<file path="config.mk">
export PLATFORM = sky130hd
export DESIGN_NAME = fpu_issue_ctrl_flat
export DESIGN_NICKNAME = d
export VERILOG_FILES = /design/src/rtl/river_cfg_pkg.sv /design/src/rtl/fpu_issue_ctrl_pkg.sv /design/src/rtl/fpu_issue_ctrl_if.sv /design/src/rtl/fpu_issue_ctrl.sv /design/src/flat_wrapper.sv
export SDC_FILE = /design/constraint.sdc
export NUM_CORES = 1
export LEC_CHECK = 0
export ABC_AREA = 0
export CORE_AREA = 2 2 173 175
export DETAILED_ROUTE_END_ITERATION = 10
export DIE_AREA = 0 0 175 177
export PLACE_DENSITY = 0.83
export SLEW_MARGIN = 30
export SYNTH_ARGS = -nofsm -noshare
export SYNTH_HDL_FRONTEND = slang
export SYNTH_SLANG_ARGS = --single-unit
export TNS_END_PERCENT = 5
</file>
<file path="constraint.sdc">
create_clock -name i_clk -period 2.5 [get_ports i_clk]
set_input_delay 0.375 -clock i_clk [delete_from_list [all_inputs] [get_ports i_clk]]
set_output_delay 0.375 -clock i_clk [all_outputs]
set_load 0.01 [all_outputs]
</file>
<file path="src/rtl/river_cfg_pkg.sv">
// river_cfg_pkg: core-wide configuration shared with the FPU issue sequencer
package river_cfg_pkg;

    localparam int Instr_FPU_Total = 10;

endpackage

</file>
<file path="src/rtl/fpu_issue_ctrl_pkg.sv">
// fpu_issue_ctrl_pkg: state encoding, register file layout and reset image of the FPU issue sequencer
package fpu_issue_ctrl_pkg;

    import river_cfg_pkg::*;

    typedef enum logic [2:0] {
        IDLE  = 3'd0,
        ISSUE = 3'd1,
        WAIT  = 3'd2,
        HOLD  = 3'd3,
        DRAIN = 3'd4
    } state_e;

    localparam int waddr_width_max = 16;
    localparam int wdog_width_max = 10;
    localparam logic [4:0] ex_timeout = 5'b10000;

    typedef struct packed {
        state_e state;
        logic [Instr_FPU_Total-1:0] ivec;
        logic [63:0] a;
        logic [63:0] b;
        logic [waddr_width_max-1:0] waddr;
        logic [63:0] res;
        logic [4:0] ex;
        logic [4:0] fflags;
        logic [wdog_width_max-1:0] wdog;
        logic timeout;
    } FpuIssueCtrl_registers;

    localparam FpuIssueCtrl_registers FpuIssueCtrl_r_reset = '{
        state: IDLE,
        ivec: '0,
        a: '0,
        b: '0,
        waddr: '0,
        res: '0,
        ex: '0,
        fflags: '0,
        wdog: '0,
        timeout: 1'b0
    };

endpackage

</file>
<file path="src/rtl/fpu_issue_ctrl_if.sv">
// fpu_issue_ctrl_if: executor request, FPU handshake, writeback and fflags signals of the issue sequencer
interface fpu_issue_ctrl_if #(
    parameter int waddr_width = 6
);
    import river_cfg_pkg::*;

    logic i_req_valid;
    logic o_req_ready;
    logic [Instr_FPU_Total-1:0] i_ivec;
    logic [63:0] i_a;
    logic [63:0] i_b;
    logic [waddr_width-1:0] i_waddr;
    logic i_flush;
    logic o_fpu_ena;
    logic [Instr_FPU_Total-1:0] o_fpu_ivec;
    logic [63:0] o_fpu_a;
    logic [63:0] o_fpu_b;
    logic i_fpu_valid;
    logic [63:0] i_fpu_res;
    logic [4:0] i_fpu_ex;
    logic o_wb_valid;
    logic i_wb_ready;
    logic [63:0] o_wb_res;
    logic [waddr_width-1:0] o_wb_waddr;
    logic [4:0] o_wb_ex;
    logic [4:0] o_fflags;
    logic i_fflags_clr;
    logic o_busy;
    logic o_timeout;

    modport slave (
        input  i_req_valid, i_ivec, i_a, i_b, i_waddr, i_flush,
        input  i_fpu_valid, i_fpu_res, i_fpu_ex, i_wb_ready, i_fflags_clr,
        output o_req_ready, o_fpu_ena, o_fpu_ivec, o_fpu_a, o_fpu_b,
        output o_wb_valid, o_wb_res, o_wb_waddr, o_wb_ex, o_fflags, o_busy, o_timeout
    );

    modport master (
        output i_req_valid, i_ivec, i_a, i_b, i_waddr, i_flush,
        output i_fpu_valid, i_fpu_res, i_fpu_ex, i_wb_ready, i_fflags_clr,
        input  o_req_ready, o_fpu_ena, o_fpu_ivec, o_fpu_a, o_fpu_b,
        input  o_wb_valid, o_wb_res, o_wb_waddr, o_wb_ex, o_fflags, o_busy, o_timeout
    );

endinterface

</file>
<file path="src/rtl/fpu_issue_ctrl.sv">
// fpu_issue_ctrl: single-entry FPU issue/writeback sequencer with watchdog and sticky fflags
module fpu_issue_ctrl
    import fpu_issue_ctrl_pkg::*;
#(
    parameter int timeout_cycles = 64,
    parameter int waddr_width = 6
) (
    input logic i_clk,
    input logic i_nrst,
    fpu_issue_ctrl_if.slave bus
);

    localparam int wdog_width = $clog2(timeout_cycles);
    localparam logic [wdog_width_max-1:0] wdog_sat = wdog_width_max'((1 << wdog_width) - 1);
    localparam logic [wdog_width_max-1:0] wdog_last = wdog_width_max'(timeout_cycles - 1);

    FpuIssueCtrl_registers r;
    FpuIssueCtrl_registers rin;
    logic [wdog_width_max-1:0] wdog_nxt;
    logic expire;
    logic accept;
    logic unused_waddr_hi;

    assign wdog_nxt = (r.wdog == wdog_sat) ? r.wdog : r.wdog + wdog_width_max'(1);
    assign expire = wdog_nxt == wdog_last;
    assign accept = (r.state == HOLD) & bus.i_wb_ready & ~bus.i_flush;
    assign unused_waddr_hi = ^r.waddr;

    // Next-state, operand/result capture, watchdog and sticky flag update
    always_comb begin
        rin = r;
        rin.timeout = 1'b0;
        rin.fflags = (bus.i_fflags_clr ? 5'd0 : r.fflags) | (accept ? r.ex : 5'd0);
        case (r.state)
            IDLE: begin
                if (bus.i_req_valid && !bus.i_flush) begin
                    rin.state = ISSUE;
                    rin.ivec = bus.i_ivec;
                    rin.a = bus.i_a;
                    rin.b = bus.i_b;
                    rin.waddr = waddr_width_max'(bus.i_waddr);
                end
            end
            ISSUE: begin
                rin.wdog = '0;
                rin.state = bus.i_flush ? DRAIN : WAIT;
            end
            WAIT: begin
                rin.wdog = wdog_nxt;
                if (bus.i_flush) begin
                    rin.state = bus.i_fpu_valid ? IDLE : DRAIN;
                end else if (bus.i_fpu_valid) begin
                    rin.state = HOLD;
                    rin.res = bus.i_fpu_res;
                    rin.ex = bus.i_fpu_ex;
                end else if (expire) begin
                    rin.state = HOLD;
                    rin.res = '0;
                    rin.ex = ex_timeout;
                    rin.timeout = 1'b1;
                end
            end
            DRAIN: begin
                rin.wdog = wdog_nxt;
                if (bus.i_fpu_valid) begin
                    rin.state = IDLE;
                end else if (expire) begin
                    rin.state = IDLE;
                    rin.timeout = 1'b1;
                end
            end
            HOLD: begin
                if (bus.i_flush || bus.i_wb_ready) rin.state = IDLE;
            end
            default: rin.state = IDLE;
        endcase
    end

    // State register with asynchronous return to the reset image
    always_ff @(posedge i_clk or negedge i_nrst) begin
        if (!i_nrst) r <= FpuIssueCtrl_r_reset;
        else r <= rin;
    end

    assign bus.o_req_ready = r.state == IDLE;
    assign bus.o_fpu_ena = r.state == ISSUE;
    assign bus.o_fpu_ivec = r.ivec;
    assign bus.o_fpu_a = r.a;
    assign bus.o_fpu_b = r.b;
    assign bus.o_wb_valid = r.state == HOLD;
    assign bus.o_wb_res = r.res;
    assign bus.o_wb_waddr = r.waddr[waddr_width-1:0];
    assign bus.o_wb_ex = r.ex;
    assign bus.o_fflags = r.fflags;
    assign bus.o_busy = r.state != IDLE;
    assign bus.o_timeout = r.timeout;

endmodule

</file>
<file path="src/flat_wrapper.sv">
// flat-port wrapper written by rule: the top's interface ports become plain ports
module fpu_issue_ctrl_flat import fpu_issue_ctrl_pkg::*;
#(
    parameter int timeout_cycles = 64,
    parameter int waddr_width = 6
)
  (i_clk, i_nrst, bus_i_req_valid, bus_i_ivec, bus_i_a, bus_i_b, bus_i_waddr, bus_i_flush, bus_i_fpu_valid, bus_i_fpu_res, bus_i_fpu_ex, bus_i_wb_ready, bus_i_fflags_clr, bus_o_req_ready, bus_o_fpu_ena, bus_o_fpu_ivec, bus_o_fpu_a, bus_o_fpu_b, bus_o_wb_valid, bus_o_wb_res, bus_o_wb_waddr, bus_o_wb_ex, bus_o_fflags, bus_o_busy, bus_o_timeout);
  fpu_issue_ctrl_if #(.waddr_width(waddr_width)) bus_i ();
  input logic i_clk;
  input logic i_nrst;
  input wire logic [$bits(bus_i.i_req_valid)-1:0] bus_i_req_valid;
  input wire logic [$bits(bus_i.i_ivec)-1:0] bus_i_ivec;
  input wire logic [$bits(bus_i.i_a)-1:0] bus_i_a;
  input wire logic [$bits(bus_i.i_b)-1:0] bus_i_b;
  input wire logic [$bits(bus_i.i_waddr)-1:0] bus_i_waddr;
  input wire logic [$bits(bus_i.i_flush)-1:0] bus_i_flush;
  input wire logic [$bits(bus_i.i_fpu_valid)-1:0] bus_i_fpu_valid;
  input wire logic [$bits(bus_i.i_fpu_res)-1:0] bus_i_fpu_res;
  input wire logic [$bits(bus_i.i_fpu_ex)-1:0] bus_i_fpu_ex;
  input wire logic [$bits(bus_i.i_wb_ready)-1:0] bus_i_wb_ready;
  input wire logic [$bits(bus_i.i_fflags_clr)-1:0] bus_i_fflags_clr;
  output wire logic [$bits(bus_i.o_req_ready)-1:0] bus_o_req_ready;
  output wire logic [$bits(bus_i.o_fpu_ena)-1:0] bus_o_fpu_ena;
  output wire logic [$bits(bus_i.o_fpu_ivec)-1:0] bus_o_fpu_ivec;
  output wire logic [$bits(bus_i.o_fpu_a)-1:0] bus_o_fpu_a;
  output wire logic [$bits(bus_i.o_fpu_b)-1:0] bus_o_fpu_b;
  output wire logic [$bits(bus_i.o_wb_valid)-1:0] bus_o_wb_valid;
  output wire logic [$bits(bus_i.o_wb_res)-1:0] bus_o_wb_res;
  output wire logic [$bits(bus_i.o_wb_waddr)-1:0] bus_o_wb_waddr;
  output wire logic [$bits(bus_i.o_wb_ex)-1:0] bus_o_wb_ex;
  output wire logic [$bits(bus_i.o_fflags)-1:0] bus_o_fflags;
  output wire logic [$bits(bus_i.o_busy)-1:0] bus_o_busy;
  output wire logic [$bits(bus_i.o_timeout)-1:0] bus_o_timeout;
  assign bus_i.i_req_valid = bus_i_req_valid;
  assign bus_i.i_ivec = bus_i_ivec;
  assign bus_i.i_a = bus_i_a;
  assign bus_i.i_b = bus_i_b;
  assign bus_i.i_waddr = bus_i_waddr;
  assign bus_i.i_flush = bus_i_flush;
  assign bus_i.i_fpu_valid = bus_i_fpu_valid;
  assign bus_i.i_fpu_res = bus_i_fpu_res;
  assign bus_i.i_fpu_ex = bus_i_fpu_ex;
  assign bus_i.i_wb_ready = bus_i_wb_ready;
  assign bus_i.i_fflags_clr = bus_i_fflags_clr;
  assign bus_o_req_ready = bus_i.o_req_ready;
  assign bus_o_fpu_ena = bus_i.o_fpu_ena;
  assign bus_o_fpu_ivec = bus_i.o_fpu_ivec;
  assign bus_o_fpu_a = bus_i.o_fpu_a;
  assign bus_o_fpu_b = bus_i.o_fpu_b;
  assign bus_o_wb_valid = bus_i.o_wb_valid;
  assign bus_o_wb_res = bus_i.o_wb_res;
  assign bus_o_wb_waddr = bus_i.o_wb_waddr;
  assign bus_o_wb_ex = bus_i.o_wb_ex;
  assign bus_o_fflags = bus_i.o_fflags;
  assign bus_o_busy = bus_i.o_busy;
  assign bus_o_timeout = bus_i.o_timeout;
  fpu_issue_ctrl #(.timeout_cycles(timeout_cycles), .waddr_width(waddr_width)) u_core (.i_clk(i_clk), .i_nrst(i_nrst), .bus(bus_i));
endmodule
</file>
; Word level (Yosys, flattened, before mapping)
; Index checks and enable logic that the tools add are counted.
[classes]
n_addsub = 1
n_eq_ne = 10
mux = 20
bitwise_logic = 4
n_reduce_logical = 11
[op_table]
columns = op, count
row1 = $mux W157, 1
row2 = $mux W69, 2
row3 = $mux W3, 8
row4 = $eq A10 B6 Y1 const B, 2
row5 = $pmux W10 S2, 1
row6 = $pmux W3 S5, 1
row7 = $add A10 B1 Y10 const B, 1
row8 = $mux W10, 1
row9 = $mux W5, 2
row10 = $eq A3 B2 Y1 const B, 2
row11 = $or A5 B5 Y5, 1
row12 = $ne A2 B1 Y1 const B, 2
row13 = $ne A4 B3 Y1 const B, 1
row14 = $reduce_and A4 Y1, 1
row15 = $reduce_bool A2 Y1, 2
row16 = $eq A3 B1 Y1 const B, 1
row17 = $eq A3 B3 Y1 const B, 1
row18 = $logic_not A3 Y1, 1
row19 = $mux W1, 3
row20 = $ne A3 B2 Y1 const B, 1
row21 = $reduce_and A3 Y1, 1
row22 = $reduce_bool A3 Y1, 1
row23 = $and A1 B1 Y1, 2
row24 = $pmux W1 S2, 1
row25 = other kinds (6), 6
[word_totals]
register_bits = 232
in_bits = 220
output_inout_bits = 223
word_cells = 56

; Longest topological paths before layout
[logic_depth]
word_depth = 7
ltp_mapped = 8
ltp_nobuf = 6

; Worst setup path before layout
; No wires, ideal clock.
[synth_timing]
path_kind = reg-to-reg
from = register u_core.r[2] in the netlist's numbering
to = register u_core.r[239] in the netlist's numbering
setup_time_ns = 0.120
t_arrival_ns = 1.845
t_required_ns = 2.380
slack_ns = 0.534
path_stages_with_launch = 9
path_buffers = 2
synth_period_minus_slack_ns = 1.966
path_cell_list = dfrtp_1 > ha_1 > and4_1 > and3_1 > buf_2 > a21oi_2 > nor2_4 > buf_6 > o211a_1
[synth_via]
elab_chain_cells = 5
word_cells_on_any_way = 7
classes_between = add/sub (1) / eq/ne (4) / mux (1) / reduce/logical (1)
[synth_rtl]
columns = element, line
row1 = from (decl), fpu_issue_ctrl.sv:17  ; FpuIssueCtrl_registers r;
row2 = from (signal assigned), fpu_issue_ctrl.sv:81  ; if (!i_nrst) r <= FpuIssueCtrl_r_reset;
row3 = from (signal assigned), fpu_issue_ctrl.sv:82  ; else r <= rin;
row4 = $add A10 B1 Y10 or $eq A10 B6 Y1 (tied branches), fpu_issue_ctrl.sv:24  ; assign wdog_nxt = (r.wdog == wdog_sat) ? r.wdog : r.wdog + wdog_width_max'(1);
row5 = $mux W10 (*), fpu_issue_ctrl.sv:24
row6 = $eq A10 B6 Y1 (*), fpu_issue_ctrl.sv:25  ; assign expire = wdog_nxt == wdog_last;
row7 = $ne A4 B3 Y1 (no source line) or $ne A3 B2 Y1 (tied branches), -
row8 = $reduce_and A4 Y1 (no source line) (*), -
; Every way passes the cells marked *; elsewhere a longest branch is shown, timed or not.
; A chain may end at the register's enable or synchronous reset.

; Worst setup path in the final report
[layout_timing]
from = register u_core.r[240] in the netlist's numbering
to = output bus_o_req_ready
[layout_via]
elab_chain_cells = 1
[layout_rtl]
columns = element, line
row1 = $logic_not A3 Y1, fpu_issue_ctrl.sv:85  ; assign bus.o_req_ready = r.state == IDLE;
row2 = to (decl), flat_wrapper.sv:22  ; output wire logic [$bits(bus_i.o_req_ready)-1:0] bus_o_req_ready;
; No other way between the ends.

==> run_results.csv <==
group,metric,value,unit
worst_setup_path,start_kind,"register",
worst_setup_path,r2r-start,"u_core.r[2]",
power_and_ir_drop,pwr-share-clk,23.1,%
cts,clockBufferDepth,3,
cts,cts_made_buffers,26,
cts,cts_resized,0,
cts,htree_levels,1,
cts,cts_tree,"built",
timing,rsz0062_at_grt,"no",
power_and_ir_drop,peakVddDrop,0.0005029,V
placement,port_buffers,442,
worst_setup_path,startpoint,"u_core.r[240]",
worst_setup_path,path_cells,"inv_1 -> nand2_1 -> nor2_1 -> clkdlybuf4s50_1",
worst_setup_path,critPathMaxStageDelay,0.58,ns
drt,met3_length,2.330,mm
timing,tightest_slew,0.6393,ns
synthesis,synth.distinct_cells,46,
worst_setup_path,path_class,"reg2out",
worst_setup_path,critPathArrivalTime,2.00,ns
timing,final.period_utilization,95.18,%
floorplanning,initial_core_util,38.59,%
timing,setup_tns,0,ns
synthesis,syn-num-nets,1231,
placement,hpwl,22.52,mm
floorplanning,rows,63,
timing,hold_violations,0,
grt,antenna_found_initial,0,
drt,avgViaCountPerCell,4.999,
drt,final_antenna_net_count,0,
floorplanning,die_h,177,um
drt,wl_met1,12.10,mm
placement,dp.cells,1592,
synthesis,seq_area_frac_synth,51.44,%
worst_setup_path,crit_required,2.12,ns
floorplanning,die-area,30980,um2
timing,slew_headroom,57.38,%
synthesis,netlist_instances,1010,
drt,met2_wirelength,15.79,mm
power_and_ir_drop,internal-power,11380,uW
timing,fin_crit,2.379,ns
drt,num_vias,8193,
drt,drt-initial-drc-count,666,
flow_run,maxCapViolations,0,
run_status,outcome,"finished clean",
drt,top_layer_used,"met4",
timing,maxSlewViolCount,0,
grt,first_global_vias,8485,
finish,diodes,0,
worst_setup_path,critPathMaxFanout,7,
finish,nets,1452,
cts,cts-root-buf,"clkbuf_16",
power_and_ir_drop,cellLeakagePower,0.006368,uW
finish,layout-drive-gt1-share,17.69,%
power_and_ir_drop,swShare,30.23,%
finish,n_fill_cell,2445,
finish,final_cells,1639,
synthesis,synth.cell_area,11290,um2
synthesis,ys_ff_latch,232,
cts,worstSkewPairLatency,0.53,ns
floorplanning,die_w,175,um
min_path,holdCritPathClass,"in2async",
placement,gp_congestion,0.8536,
worst_setup_path,end_kind,"primary output",
worst_setup_path,slowest_stage,"clkdlybuf4s50_1",
cts,clk_transition_reported_paths,0.06,ns
grt,grt_overflow,0,
drt,first_pass_iters,5,
power_and_ir_drop,seq_power_share,36.4,%
power_and_ir_drop,p_switching,4933,uW
timing,fin_skew,0.009657,ns
grt,track_usage,19.21,%
grt,grt_max_degree,81,
drt,drcViolationCount,0,
cts,clkSinkCount,232,
timing,setup_viol,0,
drt,wl_per_cell,18.94,um
floorplanning,ios,443,
drt,postRouteWirelength,31.04,mm
synthesis,yosysWarnings,0,
power_and_ir_drop,combinationalPowerShare,40.5,%
grt,grt_pass1_wl,47.40,mm
synthesis,syn_area_per_cell,11.17,um2
timing,timing.fmax,420.3,MHz
floorplanning,core_area,29240,um2
power_and_ir_drop,powerDensity,1052,nW/um2
finish,area_delta_synth_final,37.43,%
[what timing repair did]
item / in CTS / in global routing
buffers inserted: 0 / 0
endpoints found under the setup margin: 0 / 0
hold endpoints to repair: 67 / 0
hold buffers: 1 / 0
[worst max-delay path, delay by kind of cell, from the launching register on]
| kind | cells | cell delay, ns |
|---|---|---|
| buffers and inverters | 2 | 0.79 |
| and+or+nand+nor | 2 | 0.30 |
| DFF | 1 | 0.39 |
[Yosys cell counts, drive strengths merged]
| library cell | instances | area (um2) |
|---|---|---|
| and4 | 2 | 17.52 |
| nand3b | 1 | 7.510 |
| a21o | 1 | 7.510 |
| o221ai | 3 | 26.28 |
| nand2 | 98 | 367.9 |
| ha | 1 | 12.51 |
| buf | 236 | 1738 |
| nor2 | 19 | 81.33 |
| mux2 | 144 | 1622 |
| a31oi | 6 | 37.54 |
| and3 | 1 | 6.260 |
| o211a | 2 | 20.02 |
| dfrtp | 232 | 5806 |
| o32ai | 3 | 26.28 |
| o32a | 2 | 20.02 |
| inv | 10 | 37.53 |
| a221oi | 1 | 8.760 |
| a211oi | 1 | 7.510 |
| a22oi | 68 | 510.5 |
| nand4 | 1 | 6.260 |
| nand4b | 1 | 8.760 |
| xnor2 | 1 | 8.760 |
| a21boi | 2 | 15.01 |
| or2 | 1 | 6.260 |
| a41oi | 3 | 26.28 |
| o31a | 1 | 8.760 |
| nand2b | 3 | 18.77 |
| o21ai | 84 | 420.4 |
| nor3 | 5 | 25.02 |
| nor4 | 1 | 21.27 |
| clkbuf | 41 | 161.4 |
| nor2b | 2 | 12.51 |
| a2111o | 1 | 11.26 |
| or3 | 2 | 12.51 |
| nor4b | 1 | 8.760 |
| a21oi | 18 | 93.84 |
| o22ai | 4 | 25.02 |
| nand3 | 7 | 35.03 |
[power by group through the flow]
stage | logic, uW | registers, uW | clock network [uW]
2_1_floorplan | 4710 | 5700 | 0
3_5_place_dp | 6650 | 5980 | 0
3_3_place_gp | 6490 | 5920 | 0
6_report | 6610 | 5940 | 3770
5_1_grt | 6980 | 6100 | 4020
4_1_cts | 6690 | 5940 | 3850
[worst paths after layout]
| check | to | slack (ns) | cells after the start |
|---|---|---|---|
| setup / recovery | bus_o_req_ready | 0.12 | 4 |
| hold / removal | u_core.bus.o_wb_res[22] | 0.39 | 2 |
| setup reg to reg | u_core.bus.o_wb_res[5] | 0.20 | 7 |
| hold reg to reg | u_core.bus.o_fpu_a[50] | 0.50 | 1 |
| max in group asynchronous | u_core.bus.o_fpu_a[50] | 1.26 | 3 |
| min in group i_clk | u_core.bus.o_fpu_a[16] | 0.46 | 2 |
[cell families (layout without fill, tap and decap cells)]
group	after synthesis	in the layout	share of synthesized area (%)
buffers and inverters	287	526	17.16
flip-flops	232	232	51.44
AO/OA/AOI/OAI	200	200	11.21
AND/OR/NAND/NOR	145	145	5.632
multiplexers	144	144	14.37
adder cells (fa/ha/maj)	1	1	0.1108
XOR/XNOR	1	1	0.07762
[through the flow]
step	hold WS, ns	utilization (%)	cell area [um2]	total power, uW	setup WS [ns]
6_report	0.3855	53.04	15510	16320	0.1206
5_1_grt	0.4277	53.04	15510	17100	0.009040
4_1_cts	0.4235	53.04	15510	16470	0.1034
3_5_place_dp	0.3885	50.11	14650	12640	0.2003
3_3_place_gp	0.3856	50.11	14650	12410	0.2346
2_1_floorplan	0.07941	-	11290	10410	0.5345
[final cells by class]
| type | instances | area, um2 | area share (%) |
|---|---|---|---|
| Clock buffer | 39 | 780.7 | 5.034 |
| Clock inverter | 7 | 65.06 | 0.4195 |
| Inverter | 10 | 37.54 | 0.2420 |
| Multi-Input combinational cell | 491 | 3566 | 22.99 |
| Sequential cell | 232 | 5806 | 37.43 |
| Tap cell | 390 | 488.0 | 3.146 |
| Timing Repair Buffer | 470 | 4767 | 30.74 |
[placed cells by master (no fill, tap or decap), types with 3 or more instances in the layout]
master and n:
buf_12 10, clkbuf_8 6, clkbuf_1 6, a41oi_1 3, o221ai_1 3, a22oi_1 68
inv_1 9, clkbuf_16 27, a21oi_1 17, o22ai_1 4, nand2_1 97, buf_4 17
clkinv_2 4, dfrtp_1 232, nor3_1 5, o32ai_1 3, nor2_1 16, nand2b_1 3
a31oi_1 6, nand3_1 6, o21ai_0 84, mux2_2 144, clkdlybuf4s50_1 441
[registers in the layout, summed over array words and instances, names as in the netlist]
name / cells
u_core.bus.o_fflags: 5
u_core.bus.o_fpu_a: 64
u_core.bus.o_fpu_b: 64
u_core.bus.o_fpu_ivec: 10
u_core.bus.o_timeout: 1
u_core.bus.o_wb_ex: 5
u_core.bus.o_wb_res: 64
u_core.bus.o_wb_waddr: 6
u_core.r: 13
[metal layers]
| metal | GRT usage, % | vias up |
|---|---|---|
| met5 | 0 | - |
| met4 | 5.451 | 0 |
| met3 | 4.510 | 51 |
| met2 | 34.12 | 382 |
| met1 | 23.29 | 4047 |
| li1 | - | 3713 |
No activity file was read; power rests on OpenSTA's default activity.
